[config.mk]
export PLATFORM = sky130hd
export DESIGN_NAME = sample_framer
export DESIGN_NICKNAME = d
export VERILOG_FILES = /design/src/rtl/framer_pkg.sv /design/src/rtl/sync_fifo.sv /design/src/rtl/sample_framer.sv
export SDC_FILE = /design/constraint.sdc
export NUM_CORES = 1
export LEC_CHECK = 0
export CORE_AREA = 4 4 134 136
export DETAILED_ROUTE_END_ITERATION = 6
export DIE_AREA = 0 0 138 140
export GPL_TIMING_DRIVEN = 1
export HOLD_SLACK_MARGIN = 0.03
export PLACE_DENSITY = 0.58
export RECOVER_POWER = 25
export SETUP_SLACK_MARGIN = 0.2
export SKIP_LAST_GASP = 1
export SLEW_MARGIN = 15
export SYNTH_ARGS = -nofsm -noshare
export SYNTH_HDL_FRONTEND = slang
export SYNTH_SLANG_ARGS = --single-unit
[constraint.sdc]
create_clock -name clk -period 4.7 [get_ports clk]
set_input_delay 0.94 -clock clk [delete_from_list [all_inputs] [get_ports clk]]
set_output_delay 0.94 -clock clk [all_outputs]
set_load 0.05 [all_outputs]
[src/rtl/framer_pkg.sv]
// -----------------------------------------------------------------------------
// framer_pkg
//
// Shared defaults and helpers for the sample framer.
//
// Contents:
//   N_DEFAULT      sample width in bits (two's complement)
//   K_DEFAULT      samples per frame
//   DEPTH_DEFAULT  FIFO entries (power of two, >= 2)
//   IDXW_DEFAULT   index width, ceil(log2(K_DEFAULT))
//   IDX_LAST       index of the final sample in a default-sized frame
//   clamp_nonneg() forces a negative two's-complement sample to zero
// -----------------------------------------------------------------------------
package framer_pkg;

    localparam int N_DEFAULT     = 16;
    localparam int K_DEFAULT     = 42;
    localparam int DEPTH_DEFAULT = 8;
    localparam int IDXW_DEFAULT  = 6;

    localparam logic [IDXW_DEFAULT-1:0] IDX_LAST = IDXW_DEFAULT'(K_DEFAULT - 1);

    // Width-generic clamp: the caller zero-extends its sample into 64 bits and
    // passes the real width, so the sign bit is found at position width-1.
    // Samples wider than 64 bits are not supported.
    function automatic logic [63:0] clamp_nonneg(input logic [63:0] sample,
                                                 input int unsigned width);
        logic [5:0] msb;
        msb = 6'(width - 1);
        return sample[msb] ? 64'd0 : sample;
    endfunction

endpackage

[src/rtl/sync_fifo.sv]
// -----------------------------------------------------------------------------
// sync_fifo
//
// Single-clock FIFO with combinational read data (first-word fall-through).
// A pushed word is visible on rd_data after the clock edge that wrote it.
// A simultaneous push and pop keeps the occupancy constant. When full, a pop
// frees a slot for the following cycle only; the caller's push is ignored
// while full, so there is no same-cycle bypass.
//
// Parameters:
//   WIDTH  word width in bits
//   DEPTH  number of entries; must be a power of two and >= 2
//
// Ports:
//   clk        clock
//   rst        synchronous active-high reset, empties the FIFO
//   flush      synchronous clear, same effect as rst, wins over push/pop
//   push       write wr_data this cycle (ignored when full)
//   wr_data    word to write
//   pop        retire the word at the head this cycle (ignored when empty)
//   rd_data    word at the head of the FIFO (undefined when empty)
//   full       occupancy == DEPTH
//   empty      occupancy == 0
//   occupancy  number of stored words, 0..DEPTH
// -----------------------------------------------------------------------------
module sync_fifo #(
    parameter int WIDTH = 8,
    parameter int DEPTH = 8
) (
    input  logic                       clk,
    input  logic                       rst,
    input  logic                       flush,
    input  logic                       push,
    input  logic [WIDTH-1:0]           wr_data,
    input  logic                       pop,
    output logic [WIDTH-1:0]           rd_data,
    output logic                       full,
    output logic                       empty,
    output logic [$clog2(DEPTH):0]     occupancy
);

    localparam int AW = $clog2(DEPTH);
    localparam logic [AW:0] FULL_LEVEL = (AW + 1)'(DEPTH);

    logic [WIDTH-1:0] mem [DEPTH];
    logic [AW-1:0]    wr_ptr;
    logic [AW-1:0]    rd_ptr;
    logic [AW:0]      count;

    logic do_push;
    logic do_pop;

    assign full    = (count == FULL_LEVEL);
    assign empty   = (count == '0);
    assign do_push = push & ~full;
    assign do_pop  = pop & ~empty;

    // Pointers and occupancy. DEPTH is a power of two, so the pointers wrap
    // on their own when they overflow.
    // NOTE: state registers use non-blocking assignments so every flop samples
    // the pre-edge values, independent of statement order.
    always_ff @(posedge clk) begin
        if (rst || flush) begin
            wr_ptr <= '0;
            rd_ptr <= '0;
            count  <= '0;
        end else begin
            if (do_push) begin
                wr_ptr <= wr_ptr + 1'b1;
            end
            if (do_pop) begin
                rd_ptr <= rd_ptr + 1'b1;
            end
            case ({do_push, do_pop})
                2'b10:   count <= count + 1'b1;
                2'b01:   count <= count - 1'b1;
                default: count <= count;
            endcase
        end
    end

    // NOTE: the storage array is deliberately left out of reset; an entry is
    // only ever read after it has been written, and keeping reset off the
    // array lets it map onto plain register-file / RAM cells.
    always_ff @(posedge clk) begin
        if (do_push) begin
            mem[wr_ptr] <= wr_data;
        end
    end

    assign rd_data   = mem[rd_ptr];
    assign occupancy = count;

endmodule

[src/rtl/sample_framer.sv]
// -----------------------------------------------------------------------------
// sample_framer
//
// Upstream feeder for the peak-finding stage. Signed samples arrive on a
// valid/ready handshake and are buffered in a small FIFO. Each sample is
// clamped to zero when negative before it is stored, together with a flag
// recording that it was clamped. On the output side samples are grouped into
// frames of K: every sample carries its index in the frame plus first/last
// markers. When the last sample of a frame is accepted downstream, the number
// of clamped samples in that frame is published on frame_neg and frame_done
// pulses for one cycle, so the peak stage can latch its maximum.
//
// Parameters:
//   N      sample width in bits (two's complement, N <= 64)
//   K      samples per frame, 2..2**IDXW
//   DEPTH  FIFO entries, power of two, >= 2
//   IDXW   index width, ceil(log2(K))
//
// Ports:
//   clk         clock
//   rst         synchronous active-high reset
//   flush       synchronous abort of the partial frame and all buffered data
//   in_valid    upstream sample valid
//   in_ready    framer accepts a sample this cycle
//   in_data     signed input sample
//   out_valid   a sample is presented to the peak stage
//   out_ready   peak stage accepts the presented sample
//   out_data    clamped sample (0 for negative inputs)
//   out_idx     position of out_data within its frame, 0..K-1
//   out_first   out_valid and out_idx == 0
//   out_last    out_valid and out_idx == K-1
//   frame_done  one-cycle pulse after the last sample of a frame is accepted
//   frame_neg   clamped-sample count of the most recently completed frame
// -----------------------------------------------------------------------------
module sample_framer
    import framer_pkg::*;
#(
    parameter int N     = N_DEFAULT,
    parameter int K     = K_DEFAULT,
    parameter int DEPTH = DEPTH_DEFAULT,
    parameter int IDXW  = IDXW_DEFAULT
) (
    input  logic            clk,
    input  logic            rst,
    input  logic            flush,
    input  logic            in_valid,
    output logic            in_ready,
    input  logic [N-1:0]    in_data,
    output logic            out_valid,
    input  logic            out_ready,
    output logic [N-1:0]    out_data,
    output logic [IDXW-1:0] out_idx,
    output logic            out_first,
    output logic            out_last,
    output logic            frame_done,
    output logic [IDXW:0]   frame_neg
);

    localparam int AW = $clog2(DEPTH);
    localparam logic [IDXW-1:0] LAST_IDX = IDXW'(K - 1);
    localparam logic [IDXW:0]   NEG_MAX  = (IDXW + 1)'(K);

    // ------------------------------------------------------------------
    // Input side: clamp on the way in, store {clamped sample, neg flag}.
    // ------------------------------------------------------------------
    logic [N-1:0]  clamped;
    logic          in_neg;
    logic [N:0]    wr_entry;
    logic          push;

    assign clamped  = N'(clamp_nonneg(64'(in_data), N));
    assign in_neg   = in_data[N-1];
    assign wr_entry = {clamped, in_neg};

    // ------------------------------------------------------------------
    // FIFO
    // ------------------------------------------------------------------
    logic [N:0]  rd_entry;
    logic        fifo_full;
    logic        fifo_empty;
    logic [AW:0] fifo_level;
    logic        pop_fire;
    logic        rd_neg;

    sync_fifo #(
        .WIDTH (N + 1),
        .DEPTH (DEPTH)
    ) u_fifo (
        .clk       (clk),
        .rst       (rst),
        .flush     (flush),
        .push      (push),
        .wr_data   (wr_entry),
        .pop       (pop_fire),
        .rd_data   (rd_entry),
        .full      (fifo_full),
        .empty     (fifo_empty),
        .occupancy (fifo_level)
    );

    // Ready is withheld during rst and flush so nothing is accepted into a
    // FIFO that is being cleared on the same edge.
    assign in_ready  = ~fifo_full & ~rst & ~flush;
    assign push      = in_valid & in_ready;
    assign out_valid = (fifo_level != '0);

    // A pop that coincides with flush (or rst) is discarded: it neither
    // advances the frame counters nor contributes to frame_neg.
    assign pop_fire  = out_valid & out_ready & ~flush & ~rst;

    assign out_data  = rd_entry[N:1];
    assign rd_neg    = rd_entry[0];

    // ------------------------------------------------------------------
    // Frame tracking
    // ------------------------------------------------------------------
    logic [IDXW-1:0] idx;
    logic [IDXW:0]   neg_cnt;
    logic [IDXW:0]   neg_sum;
    logic [IDXW:0]   neg_next;
    logic            at_last;

    assign at_last  = (idx == LAST_IDX);
    assign neg_sum  = neg_cnt + (IDXW + 1)'(rd_neg);
    // A frame has at most K samples, so this limit only guards against a
    // mis-set K; in normal operation it never engages.
    assign neg_next = (neg_sum > NEG_MAX) ? NEG_MAX : neg_sum;

    always_ff @(posedge clk) begin
        if (rst) begin
            idx        <= '0;
            neg_cnt    <= '0;
            frame_neg  <= '0;
            frame_done <= 1'b0;
        end else begin
            // Registered pulse: asserted the cycle after the last pop.
            frame_done <= pop_fire & at_last;
            if (flush) begin
                // frame_neg keeps the last completed frame's count.
                idx     <= '0;
                neg_cnt <= '0;
            end else if (pop_fire) begin
                if (at_last) begin
                    idx       <= '0;
                    neg_cnt   <= '0;
                    frame_neg <= neg_next;
                end else begin
                    idx     <= idx + 1'b1;
                    neg_cnt <= neg_next;
                end
            end
        end
    end

    // idx only moves on an accepted pop, so index and markers stay stable
    // while the peak stage applies backpressure.
    assign out_idx   = idx;
    assign out_first = ~fifo_empty & (idx == '0);
    assign out_last  = ~fifo_empty & at_last;

endmodule

==> Word-level counts from Yosys, hierarchy flattened <==
Memories as Yosys holds them, arrays and structs flattened. A register that Yosys moved wholly into a read port is not among the register bits.
Cells that the tools add are included.
{ "word_totals": {"mem_bits_rw": 128, "ff_bits": 31, "memories": 1} }
{ "mem_list": {"columns": ["name", "depth", "word_bits", "rd", "rd_ports_with_merged_regs", "wr", "line", "rtl"], "rows": [
  ["u_fifo.mem", 8, 16, 1, 1, 1, "sync_fifo.sv:45", "logic [WIDTH-1:0] mem [DEPTH];"]
]} }
{ "classes": {"muxes": 9, "magnitude_cmp": 1, "n_reduce_logical": 7, "n_eq_ne": 4, "bitwise": 15, "add_sub_neg": 6} }
{ "op_table": {"columns": ["operator", "count"], "rows": [
  ["two-way mux 15 bit", 1],
  ["two-way mux 7 bit", 2],
  ["AND 1 bit", 11],
  ["case mux 4 bit (2 select lines)", 1],
  ["adder 7 x 1 -> 7 bit", 1],
  ["> comparator 7 x 6 -> 1 bit (second input constant)", 1],
  ["adder 3 x 1 -> 3 bit (second input constant)", 2],
  ["adder 6 x 1 -> 6 bit (second input constant)", 1],
  ["equality test 6 bit (second input constant)", 1],
  ["zero test 6 bit", 1],
  ["two-way mux 3 bit", 2],
  ["two-way mux 6 bit", 1],
  ["adder 4 x 1 -> 4 bit (second input constant)", 1],
  ["equality test 4 bit (second input constant)", 1],
  ["zero test 4 bit", 1],
  ["inverter 1 bit", 4],
  ["nonzero test 4 bit", 1],
  ["subtractor 4 x 1 -> 4 bit (second input constant)", 1],
  ["AND reduction 3 bit", 1],
  ["equality test 2 x 1 -> 1 bit (second input constant)", 1],
  ["equality test 2 bit (second input constant)", 1],
  ["two-way mux 1 bit", 2],
  ["nonzero test 2 bit", 1],
  ["OR reduction 2 bit", 1],
  ["logical OR 1 bit", 1]
]} }

==> Longest topological paths before layout <==
{ "depth": {"ltp_word": 8, "mapped_depth": 13, "ltp_nobuf": 11} }

==> Hierarchy <==
A second synthesis with hierarchy kept.
{ "hier_totals": {"cells_unflattened": 427, "area_unflattened_um2": 7176.9} }
{ "by_module_without_submodules": {"columns": ["mod", "instances", "cells_per_inst", "seq_area_each_um2", "area_each_um2"], "rows": [
  ["sync_fifo", 1, 274, 4344.2, 5905.7],
  ["sample_framer", 1, 153, 420.4, 1271.2]
]} }

==> Worst setup path after synthesis <==
OpenSTA, ideal clock, no wires.
{ "synth_path": {"path_kind": "input to register", "startpoint": "input rst", "endpoint": "memory u_fifo.mem[0][0] in the netlist's numbering (enable)", "n_path_buf": 2, "t_arrival_ns": 3.932, "required_ns": 4.291, "path_slack_ns": 0.359, "path_stages": 7, "cell_sequence": "clkbuf_8 or2_2 clkbuf_1 a21oi_1 and2_1 nand2b_1 nor3_1"} }
{ "synth_between": {"elab_chain_cells": 7} }
{ "synth_lines": {"columns": ["element", "line", "rtl"], "rows": [
  ["start: declaration", "sample_framer.sv:44", "input logic rst,"],
  ["inverter 1 bit", "sample_framer.sv:103", "assign in_ready = ~fifo_full & ~rst & ~flush;"],
  ["AND 1 bit (2 in series)", "sample_framer.sv:103", null],
  ["named net in_ready", "sample_framer.sv:47", "output logic in_ready,"],
  ["AND 1 bit", "sample_framer.sv:104", "assign push = in_valid & in_ready;"],
  ["AND 1 bit", "sync_fifo.sv:55", "assign do_push = push & ~full;"],
  ["two-way mux 1 bit", "sync_fifo.sv:86", "if (do_push) begin"],
  ["two-way mux 1 bit (not written as such)", "sync_fifo.sv:87", "mem[wr_ptr] <= wr_data;"],
  ["end: declaration", "sync_fifo.sv:45", null]
]} }
The timed path passes the listed nets, and every way through them passes these cells.

==> Final worst setup path <==
{ "layout_path": {"startpoint": "input rst", "endpoint": "output in_ready"} }
{ "layout_between": {"elab_chain_cells": 3} }
{ "layout_lines": {"columns": ["element", "line"], "rows": [
  ["inverter 1 bit", "sample_framer.sv:103"],
  ["AND 1 bit (2 in series)", "sample_framer.sv:103"],
  ["end: declaration", "sample_framer.sv:47"]
]} }
Every way passes these cells.

==> run metrics <==
status=finished clean; final slew viol count=0; Core Box Area=16900 um^2; Reg clk slew, reported paths=0.06 ns; worst-path maximum fanout=16; routed len/inst=17.6 um; Worst slew margin=27.8%; post-CTS setup buffer count=0; Root Buffer=clkbuf_16; DR pass1 iterations=4; path type of the worst setup path=primary input to output port; DRC=0; post-DP HPWL=7640 um; RSZ-0062 raised after global routing=false; Layout Skew=0.00700 ns; Setup crit start kind=primary input; Synth cell types=49; GRT Util Overall=13.8%; Worst Path Required=3.76 ns; fin crit period=4.20 ns; n_diodes=0; final-report hold violation count=0; worst vdd ir=242 uV; synthesized instance count=407; Yosys warnings=0; H-tree Lvls=4; ys flop type=edfxtp_1; share of layout cells above drive strength 1=21.2%; most common cell after layout, fill and taps aside=edfxtp_1; pin count of the biggest net entering global routing=33; CTS Hold Bufs=0; total routed wirelength=12600 um; most frequent cells in the layout=edfxtp_1 (128), clkdlybuf4s50_1 (43), dfxtp_1 (33), mux4_2 (32), nor2_1 (32); Seq cells post-synth=162; CTS resizes=0; later-pin clock latency in the skew report=0.41 ns; vias in the first global route=3830; vias per cell=5.01; Site Rows=48; vias=3586; Post-synth EDFFs=128; MaxCap Viol Count=0; PwrDens=362 nW/um^2; drt initial violations=163; CTS Buf Count=17; RePlAce Congestion=0.760; syn nets=439; Syn-to-layout area delta=21.0%; initial antenna violation count=1; CTS max path bufs=2; final worst slack=0.499 ns; Post-Place Setup Slack=0.780 ns; overflow left after global routing=0; FMAX=238 MHz; Die Area=19300 um^2; Async SR Flop Fraction=0%; clock sinks=162; Routed Antenna Nets=0; first-pass GRT wire length=20500 um; Cell Area, Synth=6620 um^2; height of the die=140 um; Tightest Pin Transition=1.08 ns; Mapped Avg Cell Area=16.3 um^2; final setup vio count=0; Starting Density=39.1%; critical path data arrival time=3.26 ns; overall power=2.91 mW; die span in x=138 um; LEAKAGE=2.65 nW; CTS tree=done; sequential fraction of the synthesis area=68.3%; I/O pin cnt=55; final net count=510; crit path capture type=output port; Hold Crit Class=register to register; crit share post-route=89.4%; number of port buffers=53; setup TNS=0 ns
## Yosys cell counts, types with 2 or more instances
master / number / area [um^2]
a22o_1: 2 / 17.5
ha_1: 10 / 125
xor2_1: 9 / 78.8
clkbuf_1: 8 / 30.0
xnor2_1: 2 / 17.5
mux4_2: 32 / 721
mux2_2: 16 / 180
nand4_1: 3 / 18.8
nand3_1: 5 / 25.0
o21ai_0: 7 / 35.0
inv_1: 10 / 37.5
nand2b_1: 4 / 25.0
or2b_2: 2 / 17.5
edfxtp_1: 128 / 3840
a21oi_1: 16 / 80.1
buf_1: 2 / 7.51
dfxtp_1: 34 / 681
a21o_1: 2 / 15.0
nand2_1: 24 / 90.1
or3_1: 3 / 18.8
a211oi_1: 2 / 15.0
buf_2: 3 / 15.0
nor2b_1: 17 / 106
nor2_1: 31 / 116
nor3_1: 11 / 55.1
## cell type report
| class | count | area, um^2 |
|---|---|---|
| multi-input cells | 220 | 1990 |
| fillers | 1485 | 8920 |
| clock buffers | 20 | 437 |
| inverters | 10 | 37.5 |
| flip-flops and latches | 162 | 4530 |
| clock inverters | 12 | 106 |
| well taps | 225 | 282 |
| repair buffers | 67 | 636 |
## layer usage
| layer | vias to the layer above | wire [um] | track usage (%) |
|---|---|---|---|
| met5 | - | 7 | 0 |
| met4 | 2 | 106 | 4.26 |
| met3 | 11 | 541 | 4.68 |
| met2 | 72 | 6220 | 23.1 |
| met1 | 1810 | 5750 | 16.9 |
| li1 | 1691 | - | - |
## flip-flops by register name, summed over array words and instances (netlist names), named ones only
signal	flops
u_fifo.mem	128
u_fifo.occupancy	4
u_fifo.wr_ptr	3
out_idx	6
u_fifo.rd_ptr	3
neg_cnt	7
frame_done	1
frame_neg	7
## metrics by stage
stage	cell area (um^2)	hold WS (ns)	utilization, %	cells
2_1_floorplan	6620	0.432	-	407
3_3_place_gp	7480	0.451	44.2	684
3_5_place_dp	7480	0.454	44.2	684
4_1_cts	8020	0.467	47.4	716
5_1_grt	8010	0.486	47.3	716
6_report	8010	0.464	47.3	716
## worst max-delay path, stage by stage
cell             delay (ns)
dlygate4sd3_1          0.58
or2_0                  0.56
a21oi_1                0.33
clkdlybuf4s50_1        0.85
## final timing paths
kind / from / end / slack (ns) / cells after the start
worst min register to register: frame_neg[4] / frame_neg[4] / 0.46 / 2
worst min-delay path: frame_neg[4] / frame_neg[4] / 0.46 / 2
worst max-delay path: rst / in_ready / 0.50 / 4
worst max register to register: register / frame_neg[2] / 1.22 / 11
## cells by family (layout without fill, tap and decap cells)
kind of cell / after synthesis / after routing / synth area share (%)
other: 1 / 1 / 0.0566
flip-flops: 162 / 162 / 68.3
adder cells (fa/ha/maj): 11 / 11 / 2.19
AO/OA/AOI/OAI: 36 / 36 / 3.76
buffers and inverters: 25 / 109 / 1.68
XOR/XNOR: 11 / 11 / 1.45
multiplexers: 48 / 48 / 13.6
AND/OR/NAND/NOR: 113 / 113 / 8.95
## power breakdown
part	leakage [nW]	switching [mW]	internal (mW)
Clock	0.260	0.537	0.729
Sequential	1.46	0.00162	1.55
Combinational	0.931	0.0531	0.0350
Total	2.65	0.592	2.31
Note: power is estimated with default switching activity, not from simulation.
